$ cat src/rtl/fp_div.sv
// Sequential IEEE-754 single-precision divider: restoring shift-subtract, one quotient bit per cycle.
// Optional round-to-nearest-even under FP_DIV_ROUND_EN; truncation otherwise.
module fp_div #(
  parameter int QBITS = 26
) (
  input  logic        clk,
  input  logic        rst,
  input  logic        start,
  input  logic [31:0] a,
  input  logic [31:0] b,
  output logic [31:0] c,
  output logic        busy,
  output logic        done,
  output logic        dz
);

  typedef enum logic [1:0] {IDLE, CALC, NORM, DONE} state_t;

  state_t      state_q, state_d;
  logic [25:0] r_q, r_d;
  logic [23:0] d_q;
  logic [25:0] q_q;
  logic [4:0]  cnt_q;
  logic        sgn_q;
  logic [7:0]  ea_q, eb_q;
  logic [31:0] c_q, c_d;
  logic        dz_q, dz_d, done_q;
  logic        ge;

  always_comb begin
    state_d = state_q;
    case (state_q)
      IDLE:    if (start) state_d = CALC;
      CALC:    if (cnt_q == 5'(QBITS - 1)) state_d = NORM;
      NORM:    state_d = DONE;
      default: state_d = IDLE;
    endcase
  end

  // Remainder stays below 2*D, so the left shift never loses a set bit.
  assign ge  = (r_q >= {2'b0, d_q});
  assign r_d = (ge ? r_q - {2'b0, d_q} : r_q) << 1;

  logic signed [9:0] e_n, e_r;
  logic [22:0] mant;
  logic        guard, sticky;
  logic [23:0] mant_r;

  always_comb begin
    if (q_q[25]) begin
      mant   = q_q[24:2];
      guard  = q_q[1];
      sticky = q_q[0] | (|r_q);
      e_n    = $signed({2'b0, ea_q}) - $signed({2'b0, eb_q}) + 10'sd127;
    end else begin
      mant   = q_q[23:1];
      guard  = q_q[0];
      sticky = |r_q;
      e_n    = $signed({2'b0, ea_q}) - $signed({2'b0, eb_q}) + 10'sd126;
    end
`ifdef FP_DIV_ROUND_EN
    mant_r = {1'b0, mant} + {23'b0, guard & (sticky | mant[0])};
    e_r    = e_n + $signed({9'b0, mant_r[23]});
`else
    mant_r = {1'b0, mant};
    e_r    = e_n;
`endif
    dz_d = 1'b0;
    if (ea_q == 8'd0)            c_d = {sgn_q, 31'b0};
    else if (eb_q == 8'd0) begin c_d = {sgn_q, 8'hFF, 23'b0}; dz_d = 1'b1; end
    else if (e_r >= 10'sd255)    c_d = {sgn_q, 8'hFF, 23'b0};
    else if (e_r <= 10'sd0)      c_d = {sgn_q, 31'b0};
    else                         c_d = {sgn_q, e_r[7:0], mant_r[22:0]};
  end

`ifndef FP_DIV_ROUND_EN
  // Truncation ignores the round bits; keep them visible without feeding logic.
  logic unused_rnd;
  assign unused_rnd = guard ^ sticky;
`endif

  always_ff @(posedge clk or negedge rst) begin
    if (!rst) begin
      state_q <= IDLE;
      r_q     <= '0;
      d_q     <= '0;
      q_q     <= '0;
      cnt_q   <= '0;
      sgn_q   <= 1'b0;
      ea_q    <= '0;
      eb_q    <= '0;
      c_q     <= '0;
      dz_q    <= 1'b0;
      done_q  <= 1'b0;
    end else begin
      state_q <= state_d;
      done_q  <= (state_q == DONE);
      case (state_q)
        IDLE: if (start) begin
          r_q   <= {2'b01, a[22:0]};
          d_q   <= {1'b1, b[22:0]};
          q_q   <= '0;
          cnt_q <= '0;
          sgn_q <= a[31] ^ b[31];
          ea_q  <= a[30:23];
          eb_q  <= b[30:23];
        end
        CALC: begin
          r_q   <= r_d;
          q_q   <= {q_q[24:0], ge};
          cnt_q <= cnt_q + 5'd1;
        end
        NORM: begin
          c_q  <= c_d;
          dz_q <= dz_d;
        end
        default: ;
      endcase
    end
  end

  assign c    = c_q;
  assign dz   = dz_q;
  assign done = done_q;
  assign busy = (state_q == CALC) || (state_q == NORM);

endmodule
$ cat config.mk
export PLATFORM = sky130hd
export DESIGN_NAME = fp_div
export DESIGN_NICKNAME = d
export VERILOG_FILES = /design/src/rtl/fp_div.sv
export SDC_FILE = /design/constraint.sdc
export NUM_CORES = 1
export LEC_CHECK = 0
export ABC_AREA = 1
export BUFFER_PORTS_ARGS = -buffer_cell sky130_fd_sc_hd__buf_2
export CAP_MARGIN = 10
export CORE_MARGIN = 8
export CORE_UTILIZATION = 23
export DETAILED_ROUTE_END_ITERATION = 6
export SLEW_MARGIN = 20
export SYNTH_ARGS = -nofsm -noshare
export SYNTH_HDL_FRONTEND = slang
export SYNTH_SLANG_ARGS = --single-unit
$ cat constraint.sdc
create_clock -name clk -period 3.2 [get_ports clk]
set_input_delay 0.32 -clock clk [delete_from_list [all_inputs] [get_ports clk]]
set_output_delay 0.32 -clock clk [all_outputs]
set_load 0.1 [all_outputs]
==> reports/qor.yml, run 1 <==
status: "finished, final reports clean"
layout_min_cycle_time_ns: 2.87
fill_cells: 3883
grt_pass1_vias: 7438
hold_path_depth: 2
row_count: 69
slew_violations: 0
drt_iter0_drc: 286
grt-ovfl-total: 0
cts_root_buffer: "clkbuf_16"
die_y_um: 205
worst_pin_slew_ns: 0.806
drv_cap: 0
dr.pass1.iters: 5
htreeDepth: 4
skew_ns: 0.00966
fmax_mhz: 348
syn2layout_area_growth_pct: 21.0
hold_class: "primary input to flop"
critical_path.endpoint_type: "flop"
dp_hpwl_mm: 17.1
via_per_inst: 4.45
critical_path_arrival_ns: 3.19
ff2ff_path_depth: 22
n_antenna_cell: 0
post-route-util_pct: 28.1
rr_endpoint: "c[1]$_DFFE_PN0P_"
num-nets-final: 1286
cts_setup_buffers: 0
start_util_pct: 23.2
io_pins: 102
rsz0062_at_grt: "false"
min_period_over_period_pct: 89.7
post_drt_wl_per_cell_um: 13.9
syn_inst: 1076
syn_area_um2: 8210
ys_ff_latch: 134
syn_area_per_cell_um2: 7.63
die_w_um: 205
cp_max_fo: 15
clk_latency_ns: 0.43
crit_path_start_kind: "flop"
track_usage_pct: 10.9
r2r_setup_slack_ns: 0.33
whs_endpoint: "ea_q[5]$_DFFE_PN0P_"
globalplace.congestion: 0.888
antenna_found_initial: 0
cts_buffers: 17
numClockSinks: 134
vias: 7350
setup_ws_ns: 0.328
setup-tns-final_ns: 0
drive_gt1_share_pct: 16.8
path_clk_slew_ns: 0.07
grt_max_degree: 52
relSlewSlack_pct: 46.2
clockBufferDepth: 2
dieArea_um2: 42000
synthDistinctLibCells: 41
hold_start: "a[28]"
hold_violations: 0
syn_nets: 1186
setup_viol: 0
synth_warnings: 0
critical_path_class: "flop to flop"
critPathRequiredTime_ns: 3.52
routed_wl_mm: 23.0
yosysSeqAreaShare_pct: 40.8
grt_first_pass_wirelength_mm: 37.5
cts_tree: "done"
startpoint: "eb_q[1]$_DFFE_PN0P_"
drc: 0
pre_cts_ws_ns: 0.0793
ant_nets: 0
core_um2: 35400
io_buffers: 101
r2r_start: "eb_q[1]$_DFFE_PN0P_"
## cell usage after synthesis (all sizes together)
cell,number,share of area [%]
o31a,1,0.11
nand4,6,0.46
o21ai,40,2.5
and3,1,0.076
nand3,75,5.3
xnor2,13,1.4
nand2,246,12
inv,127,5.8
fa,1,0.24
ha,42,6.4
clkbuf,27,1.2
a31oi,2,0.34
dfrtp,134,41
nor3,10,0.61
xor2,11,1.2
o22ai,28,2.1
o21a,1,0.091
nand3b,3,0.27
mux2,9,1.2
or2,2,0.15
clkinv,3,0.14
nor2,123,5.7
nor4,4,0.30
a21oi,110,6.7
a21o,2,0.18
a21boi,2,0.23
buf,14,1.3
o21bai,3,0.27
a211oi,23,2.1
o211ai,13,1.2
## placed cells by master, fill, tap and decap left out, drive strengths merged, types with 2 or more instances in the layout
cell type  instances
a211oi            23
nor2             123
clkbuf            19
o21bai             3
inv              135
nand4              6
o21ai             40
a21o               2
a31oi              3
xor2              11
buf              119
nand2            246
o211ai            13
xnor2             13
or2                2
o22ai             28
nor3              10
nand3             75
nand3b             3
dfrtp            134
ha                42
nor4               4
mux2               9
a21boi             2
a21oi            110
clkinv             4
clkinvlp           4
## critical path, stage by stage, from the launching register on
cell       delay (ns)
dfrtp_1          0.36
inv_1            0.13
ha_4             0.24
nand2_2          0.09
nand2_2          0.08
nand2_1          0.06
nand2_1          0.08
ha_1             0.20
nand3b_1         0.07
nand2_1          0.07
inv_1            0.07
nand3_2          0.11
nor2_2           0.16
nand3_1          0.09
nand2_1          0.15
nand2_4          0.12
inv_1            0.07
nand3_1          0.07
nand2_1          0.08
nand2_2          0.12
clkbuf_16        0.22
nand3_1          0.09
nand2_1          0.05
## routing by layer
metal	share of wire (%)	GRT usage, %	vias to the layer above
li1	-	-	3761
met2	48	18.3	124
met5	0	0	-
met3	4.1	2.58	13
met4	0.89	2.76	0
met1	47	13.9	3452
## cells by family after synthesis
logic type               after synthesis  synth area share, %
adder cells (fa/ha/maj)               43                 6.64
XOR/XNOR                              24                 2.56
flip-flops                           134                 40.8
AO/OA/AOI/OAI                        225                 15.8
AND/OR/NAND/NOR                      470                 24.4
buffers and inverters                171                 8.44
multiplexers                           9                 1.23
## worst max-delay path by stage
stage | to | slack [ns]
6_report | c[1]$_DFFE_PN0P_ | 0.33
5_1_grt | c[24]$_DFFE_PN0P_ | 0.02
4_1_cts | c[10]$_DFFE_PN0P_ | 0.05
3_5_place_dp | c[10]$_DFFE_PN0P_ | 0.08
3_3_place_gp | c[9]$_DFFE_PN0P_ | 0.20
2_1_floorplan | c[3]$_DFFE_PN0P_ | 0.65
## sequential cells by signal, indices dropped and copies added, names as in the netlist
name / flops
c: 32
cnt_q: 5
d_q: 24
done: 1
dz: 1
ea_q: 8
eb_q: 8
q_q: 26
r_q: 26
sgn_q: 1
state_q: 2
## stage by stage
stage	std cells	area [µm²]	hold WS, ns
3_3_place_gp	1615	9280	0.299
3_5_place_dp	1615	9280	0.300
5_1_grt	1650	9930	0.103
4_1_cts	1648	9860	0.0962
6_report	1650	9930	0.117
2_1_floorplan	1076	8210	0.0244
## layout make-up
| class | count | area, µm² | share of cell area, % |
|---|---|---|---|
| Clock buffer | 18 | 429 | 4.32 |
| Clock inverter | 14 | 138 | 1.39 |
| Inverter | 130 | 488 | 4.91 |
| Multi-Input combinational cell | 772 | 4230 | 42.6 |
| Sequential cell | 134 | 3350 | 33.8 |
| Tap cell | 461 | 577 | 5.81 |
| Timing Repair Buffer | 121 | 719 | 7.24 |
## what timing repair did
item,4_1_cts,5_1_grt
gates resized for setup,0,7
hold buffers,1,0
endpoints found under the hold margin,48,0
endpoints found under the setup margin,0,24
Power of run 1 is left out: the tool's default activity adds up to more than one toggle a clock period on the data nets, which glitch-free logic cannot reach.
==> run 2: changes to the inputs <==
--- a/config.mk
+++ b/config.mk
@@ -11,6 +11,7 @@
 export CORE_MARGIN = 8
 export CORE_UTILIZATION = 23
 export DETAILED_ROUTE_END_ITERATION = 6
+export PLACE_DENSITY = 0.36
 export SLEW_MARGIN = 20
 export SYNTH_ARGS = -nofsm -noshare
 export SYNTH_HDL_FRONTEND = slang
==> reports/qor.yml, run 2 (synthesized netlist as in run 1, its figures left out) <==
status: "finished, final reports clean"  # unchanged
n_antenna_cell: 0  # unchanged
start_util_pct: 23.2  # unchanged
layout_common_cells: "234 x nand2_1, 134 x dfrtp_1, 124 x inv_1"  # unchanged
critical_path_arrival_ns: 3.25  # was 3.19 ns
drive_gt1_share_pct: 17.0  # was 16.8%
drt_iter0_drc: 330  # was 286
io_pins: 102  # unchanged
wl_met3_mm: 1.02  # was 943 µm
drc: 0  # unchanged
drv_cap: 0  # unchanged
via_per_inst: 4.40  # was 4.45
met1Wirelength_mm: 11.6  # was 10.8 mm
slowest_stage: "dfrtp_1"  # unchanged
critPathRequiredTime_ns: 3.58  # was 3.52 ns
fin_area_um2: 9970  # was 9930 µm²
cp_max_fo: 23  # was 15
fill_cells: 3949  # was 3883
grt_first_pass_wirelength_mm: 40.9  # was 37.5 mm
worst_pin_slew_ns: 0.779  # was 0.806 ns
die_y_um: 205  # unchanged
cts_root_buffer: "clkbuf_16"  # unchanged
grt_max_degree: 75  # was 52
critPathTopFamily: "simple AND/OR/NAND/NOR gates"  # unchanged
fmax_mhz: 348  # about the same
io_buffers: 101  # unchanged
relSlewSlack_pct: 48.1  # was 46.2%
syn2layout_area_growth_pct: 21.4  # was 21.0%
dp_hpwl_mm: 18.5  # was 17.1 mm
crit_path_start_kind: "flop"  # unchanged
placed_area_um2: 9290  # was 9280 µm²
hold_violations: 0  # unchanged
track_usage_pct: 12.2  # was 10.9%
htreeDepth: 4  # unchanged
num-nets-final: 1289  # was 1286
die_w_um: 205  # unchanged
worstPathCellList: "ha_4 > nand2_1 > nand2_2 > nand2_1 > nand2_1 > ha_1 > nand3b_1 > nand2_1 > inv_1 > nand3_2 > inv_1 > nand2_1 > nor2_1 > nand2_1 > nand2_4 > inv_1 > nand3_1 > nand2_1 > nand2_2 > buf_12 > nand3_1 > nand2_1"  # was inv_1 > ha_4 > nand2_2 > nand2_2 > nand2_1 > nand2_1 > ha_1 > nand3b_1 > nand2_1 > inv_1 > nand3_2 > nor2_2 > nand3_1 > nand2_1 > nand2_4 > inv_1 > nand3_1 > nand2_1 > nand2_2 > clkbuf_16 > nand3_1 > nand2_1
setup_viol: 0  # unchanged
dieArea_um2: 42000  # unchanged
globalplace.congestion: 0.807  # was 0.888
critical_path_class: "flop to flop"  # unchanged
dr.pass1.iters: 4  # was 5
path_clk_slew_ns: 0.07  # about the same
hold_path_depth: 3  # was 2
ant_nets: 0  # unchanged
core_um2: 35400  # unchanged
vias: 7271  # was 7350
routed_wl_mm: 25.1  # was 23.0 mm
cts_tree: "done"  # unchanged
largest_reg_flops: 32  # unchanged
numClockSinks: 134  # unchanged
skew_ns: 0.0177  # was 0.00966 ns
rsz0062_at_grt: "false"  # unchanged
post_drt_wl_per_cell_um: 15.2  # was 13.9 µm
critical_path.endpoint_type: "flop"  # unchanged
antenna_found_initial: 2  # was 0
grt_pass1_vias: 7552  # was 7438
row_count: 69  # unchanged
cts_buffers: 17  # unchanged
met2WireLength_mm: 12.1  # was 11.0 mm
ff2ff_path_depth: 22  # unchanged
clk_latency_ns: 0.45  # was 0.43 ns
layout_min_cycle_time_ns: 2.87  # about the same
clockBufferDepth: 2  # unchanged
slowest_delay_ns: 0.43  # was 0.36 ns
crit_buf_inv: 4  # unchanged
final_common_cell: "nand2_1"  # unchanged
slew_violations: 0  # unchanged
worst-path-stages: 22  # unchanged
grt-ovfl-total: 0  # unchanged
cp_common_cell: "nand2_1"  # unchanged
hold_class: "primary input to flop"  # unchanged
min_period_over_period_pct: 89.7  # about the same
highest_layer: "met5"  # was met4
run 2: tightest hold or removal path, cell delays in order:
cell,delay (ns)
buf_2,0.07
nand2_1,0.04
o21ai_0,0.06
run 2: layout make-up:
| type | instances | area, µm² | area share [%] |
|---|---|---|---|
| clock buffer | 18 | 439 | 4.41 |
| clock inverter | 14 | 148 | 1.48 |
| inverter | 130 | 488 | 4.90 |
| multi-input combinational | 772 | 4230 | 42.4 |
| sequential | 134 | 3350 | 33.6 |
| tap | 461 | 577 | 5.79 |
| timing repair buffer | 124 | 737 | 7.39 |
run 2: what timing repair did:
item                                    4_1_cts  5_1_grt
buffers inserted                              0        1
pin swaps                                     1        1
endpoints found under the setup margin       11       23
cloned                                        0        1
gates resized for setup                       1        8
hold buffers                                  1        0
endpoints found under the hold margin        71        0
run 2: routing by layer:
metal | up-vias | track usage [%]
li1 | 3747 | -
met5 | - | 0
met1 | 3416 | 15.4
met2 | 86 | 20.7
met3 | 20 | 3.05
met4 | 2 | 3.22
run 2: path summary, 6_finish.rpt:
path	slack (ns)	end	from
worst min-delay path	0.1	r_q[0]$_DFFE_PN0P_	a[0]
max in group asynchronous	1.95	q_q[10]$_DFFE_PN0P_	rst
worst min register to register	0.46	d_q[23]$_DFFE_PN0P_	d_q[23]$_DFFE_PN0P_
worst max-delay path	0.33	c[10]$_DFFE_PN0P_	ea_q[1]$_DFFE_PN0P_
min in group asynchronous	0.47	ea_q[2]$_DFFE_PN0P_	rst
worst max register to register	0.33	c[10]$_DFFE_PN0P_	ea_q[1]$_DFFE_PN0P_
run 2: metrics by stage:
| stage | TNS [ns] | cells | utilization, % | setup WS (ns) | hold slack, ns |
|---|---|---|---|---|---|
| finish | 0 | 1653 | 28.2 | 0.329 | 0.0978 |
| global route | 0 | 1653 | 28.2 | 0.00277 | 0.0845 |
| CTS | 0 | 1651 | 28.0 | 0.0692 | 0.0686 |
| detailed placement | -0.0846 | 1618 | 26.2 | -0.0269 | 0.428 |
| global placement | 0 | 1618 | 26.2 | 0.0523 | 0.430 |
| floorplan | 0 | 1076 | - | 0.652 | 0.0244 |
Power of run 2 is left out for the same reason.
==> run 3: changes to the inputs <==
--- a/config.mk
+++ b/config.mk
@@ -8,10 +8,12 @@
 export ABC_AREA = 1
 export BUFFER_PORTS_ARGS = -buffer_cell sky130_fd_sc_hd__buf_2
 export CAP_MARGIN = 10
+export CELL_PAD_IN_SITES_DETAIL_PLACEMENT = 0
+export CELL_PAD_IN_SITES_GLOBAL_PLACEMENT = 1
 export CORE_MARGIN = 8
 export CORE_UTILIZATION = 23
 export DETAILED_ROUTE_END_ITERATION = 6
-export PLACE_DENSITY = 0.36
+export PLACE_DENSITY = 0.45
 export SLEW_MARGIN = 20
 export SYNTH_ARGS = -nofsm -noshare
 export SYNTH_HDL_FRONTEND = slang
==> reports/qor.yml, run 3 (synthesized netlist as in run 1, its figures left out) <==
slew_violations: 0  # unchanged
rsz0062_at_grt: "true"  # was false
vias: 7355  # was 7271
placed_area_um2: 9280  # was 9290 µm²
slowest_stage: "dfrtp_1"  # unchanged
path_clk_slew_ns: 0.06  # was 0.07 ns
grt_max_degree: 62  # was 75
n_antenna_cell: 0  # unchanged
layout_min_cycle_time_ns: 2.87  # about the same
die_w_um: 205  # unchanged
via_per_inst: 4.43  # was 4.40
layout_common_cells: "232 x nand2_1, 134 x dfrtp_1, 123 x inv_1"  # was 234 x nand2_1, 134 x dfrtp_1, 124 x inv_1
io_pins: 102  # unchanged
met1Wirelength_mm: 12.5  # was 11.6 mm
grt_first_pass_wirelength_mm: 42.6  # was 40.9 mm
drive_gt1_share_pct: 17.7  # was 17.0%
cts_tree: "done"  # unchanged
skew_ns: 0.0130  # was 0.0177 ns
post-route-util_pct: 28.3  # was 28.2%
num-nets-final: 1296  # was 1289
drt_iter0_drc: 261  # was 330
htreeDepth: 4  # unchanged
grt_pass1_vias: 7883  # was 7552
min_period_over_period_pct: 89.6  # was 89.7%
wl_met3_um: 769  # was 1.02 mm
drv_cap: 0  # unchanged
regArea_um2: 3350  # unchanged
drc: 0  # unchanged
largest_reg_flops: 32  # unchanged
critical_path.endpoint_type: "flop"  # unchanged
cp_common_cell: "nand2_1"  # unchanged
fmax_mhz: 349  # was 348 MHz
cts_buffers: 17  # unchanged
crit_path_start_kind: "flop"  # unchanged
routed_wl_mm: 26.4  # was 25.1 mm
status: "finished, final reports clean"  # unchanged
setup_viol: 0  # unchanged
start_util_pct: 23.2  # unchanged
setup-tns-final_ns: 0  # unchanged
worst_pin_slew_ns: 0.974  # was 0.779 ns
final_common_cell: "nand2_1"  # unchanged
hold_violations: 0  # unchanged
clk_latency_ns: 0.44  # was 0.45 ns
io_buffers: 101  # unchanged
dieArea_um2: 42000  # unchanged
core_um2: 35400  # unchanged
antenna_found_initial: 0  # was 2
critPathRequiredTime_ns: 3.53  # was 3.58 ns
cts_root_buffer: "clkbuf_16"  # unchanged
grt-ovfl-total: 0  # unchanged
multi_input_area_um2: 4240  # was 4230 µm²
worstPathCellList: "inv_2 > ha_2 > nand2_2 > nand2_2 > nand2_1 > nand2_1 > ha_1 > nand3b_1 > nand2_1 > inv_1 > nand3_2 > nor2_2 > nand2_1 > nand2_1 > nand2_1 > nor2_1 > nand3_1 > nand2_2 > nand2_4 > clkbuf_16 > nand3_1 > nand2_1"  # was ha_4 > nand2_1 > nand2_2 > nand2_1 > nand2_1 > ha_1 > nand3b_1 > nand2_1 > inv_1 > nand3_2 > inv_1 > nand2_1 > nor2_1 > nand2_1 > nand2_4 > inv_1 > nand3_1 > nand2_1 > nand2_2 > buf_12 > nand3_1 > nand2_1
dp_hpwl_mm: 19.3  # was 18.5 mm
track_usage_pct: 12.7  # was 12.2%
highest_layer: "met4"  # was met5
hold_class: "primary input to flop"  # unchanged
fill_cells: 3930  # was 3949
critical_path_arrival_ns: 3.20  # was 3.25 ns
row_count: 69  # unchanged
cp_max_fo: 10  # was 23
met2WireLength_mm: 12.9  # was 12.1 mm
slowest_delay_ns: 0.37  # was 0.43 ns
critical_path_class: "flop to flop"  # unchanged
post_drt_wl_per_cell_um: 15.9  # was 15.2 µm
syn2layout_area_growth_pct: 22.1  # was 21.4%
die_y_um: 205  # unchanged
dr.pass1.iters: 4  # unchanged
numClockSinks: 134  # unchanged
globalplace.congestion: 0.767  # was 0.807
relSlewSlack_pct: 35.0  # was 48.1%
ant_nets: 0  # unchanged
fin_area_um2: 10000  # was 9970 µm²
clockBufferDepth: 2  # unchanged
-- run 3: routing by layer --
layer	vias up	GRT usage (%)
li1	3780	-
met1	3476	16.3
met2	83	21.6
met3	16	2.40
met4	0	3.52
met5	-	0
-- run 3: metrics by stage --
stage | hold slack (ns) | setup WS [ns] | cells
2_1_floorplan | 0.0244 | 0.652 | 1076
3_3_place_gp | 0.291 | 0.0601 | 1617
3_5_place_dp | 0.294 | 0.0179 | 1617
4_1_cts | 0.0902 | 0.0000524 | 1650
5_1_grt | 0.111 | 0.000564 | 1660
6_report | 0.113 | 0.333 | 1660
-- run 3: final cells by class --
type	instances	share of cell area (%)
Tap cell	461	5.75
Clock inverter	12	1.20
Inverter	130	4.87
Timing Repair Buffer	130	7.97
Multi-Input combinational cell	773	42.3
Sequential cell	134	33.4
Clock buffer	20	4.45
-- run 3: path summary, 6_finish.rpt --
check	slack (ns)	cells past startpoint	end	start
worst min-delay path	0.11	2	d_q[0]$_DFFE_PN0P_	b[0]
worst max-delay path	0.33	22	c[1]$_DFFE_PN0P_	eb_q[1]$_DFFE_PN0P_
worst max register to register	0.33	22	c[1]$_DFFE_PN0P_	eb_q[1]$_DFFE_PN0P_
max in group asynchronous	2.00	3	r_q[18]$_DFFE_PN0P_	rst
worst min register to register	0.46	2	d_q[23]$_DFFE_PN0P_	d_q[23]$_DFFE_PN0P_
min in group asynchronous	0.38	2	ea_q[5]$_DFFE_PN0P_	rst
-- run 3: worst max-delay path: cells and delay by family, from the launching register on --
kind / cells / cell delay (ns)
buffers and inverters: 3 / 0.34
adder cells (fa/ha/maj): 2 / 0.50
flip-flops: 1 / 0.37
AND/OR/NAND/NOR: 17 / 1.55
-- run 3: repair_timing --
action,4_1_cts,5_1_grt
pin swaps,1,3
hold buffers,1,0
gates resized for setup,0,12
setup buffers,0,7
hold endpoints to repair,43,0
setup endpoints to repair,4,30
cloned,0,3
Power of run 3 is left out for the same reason.
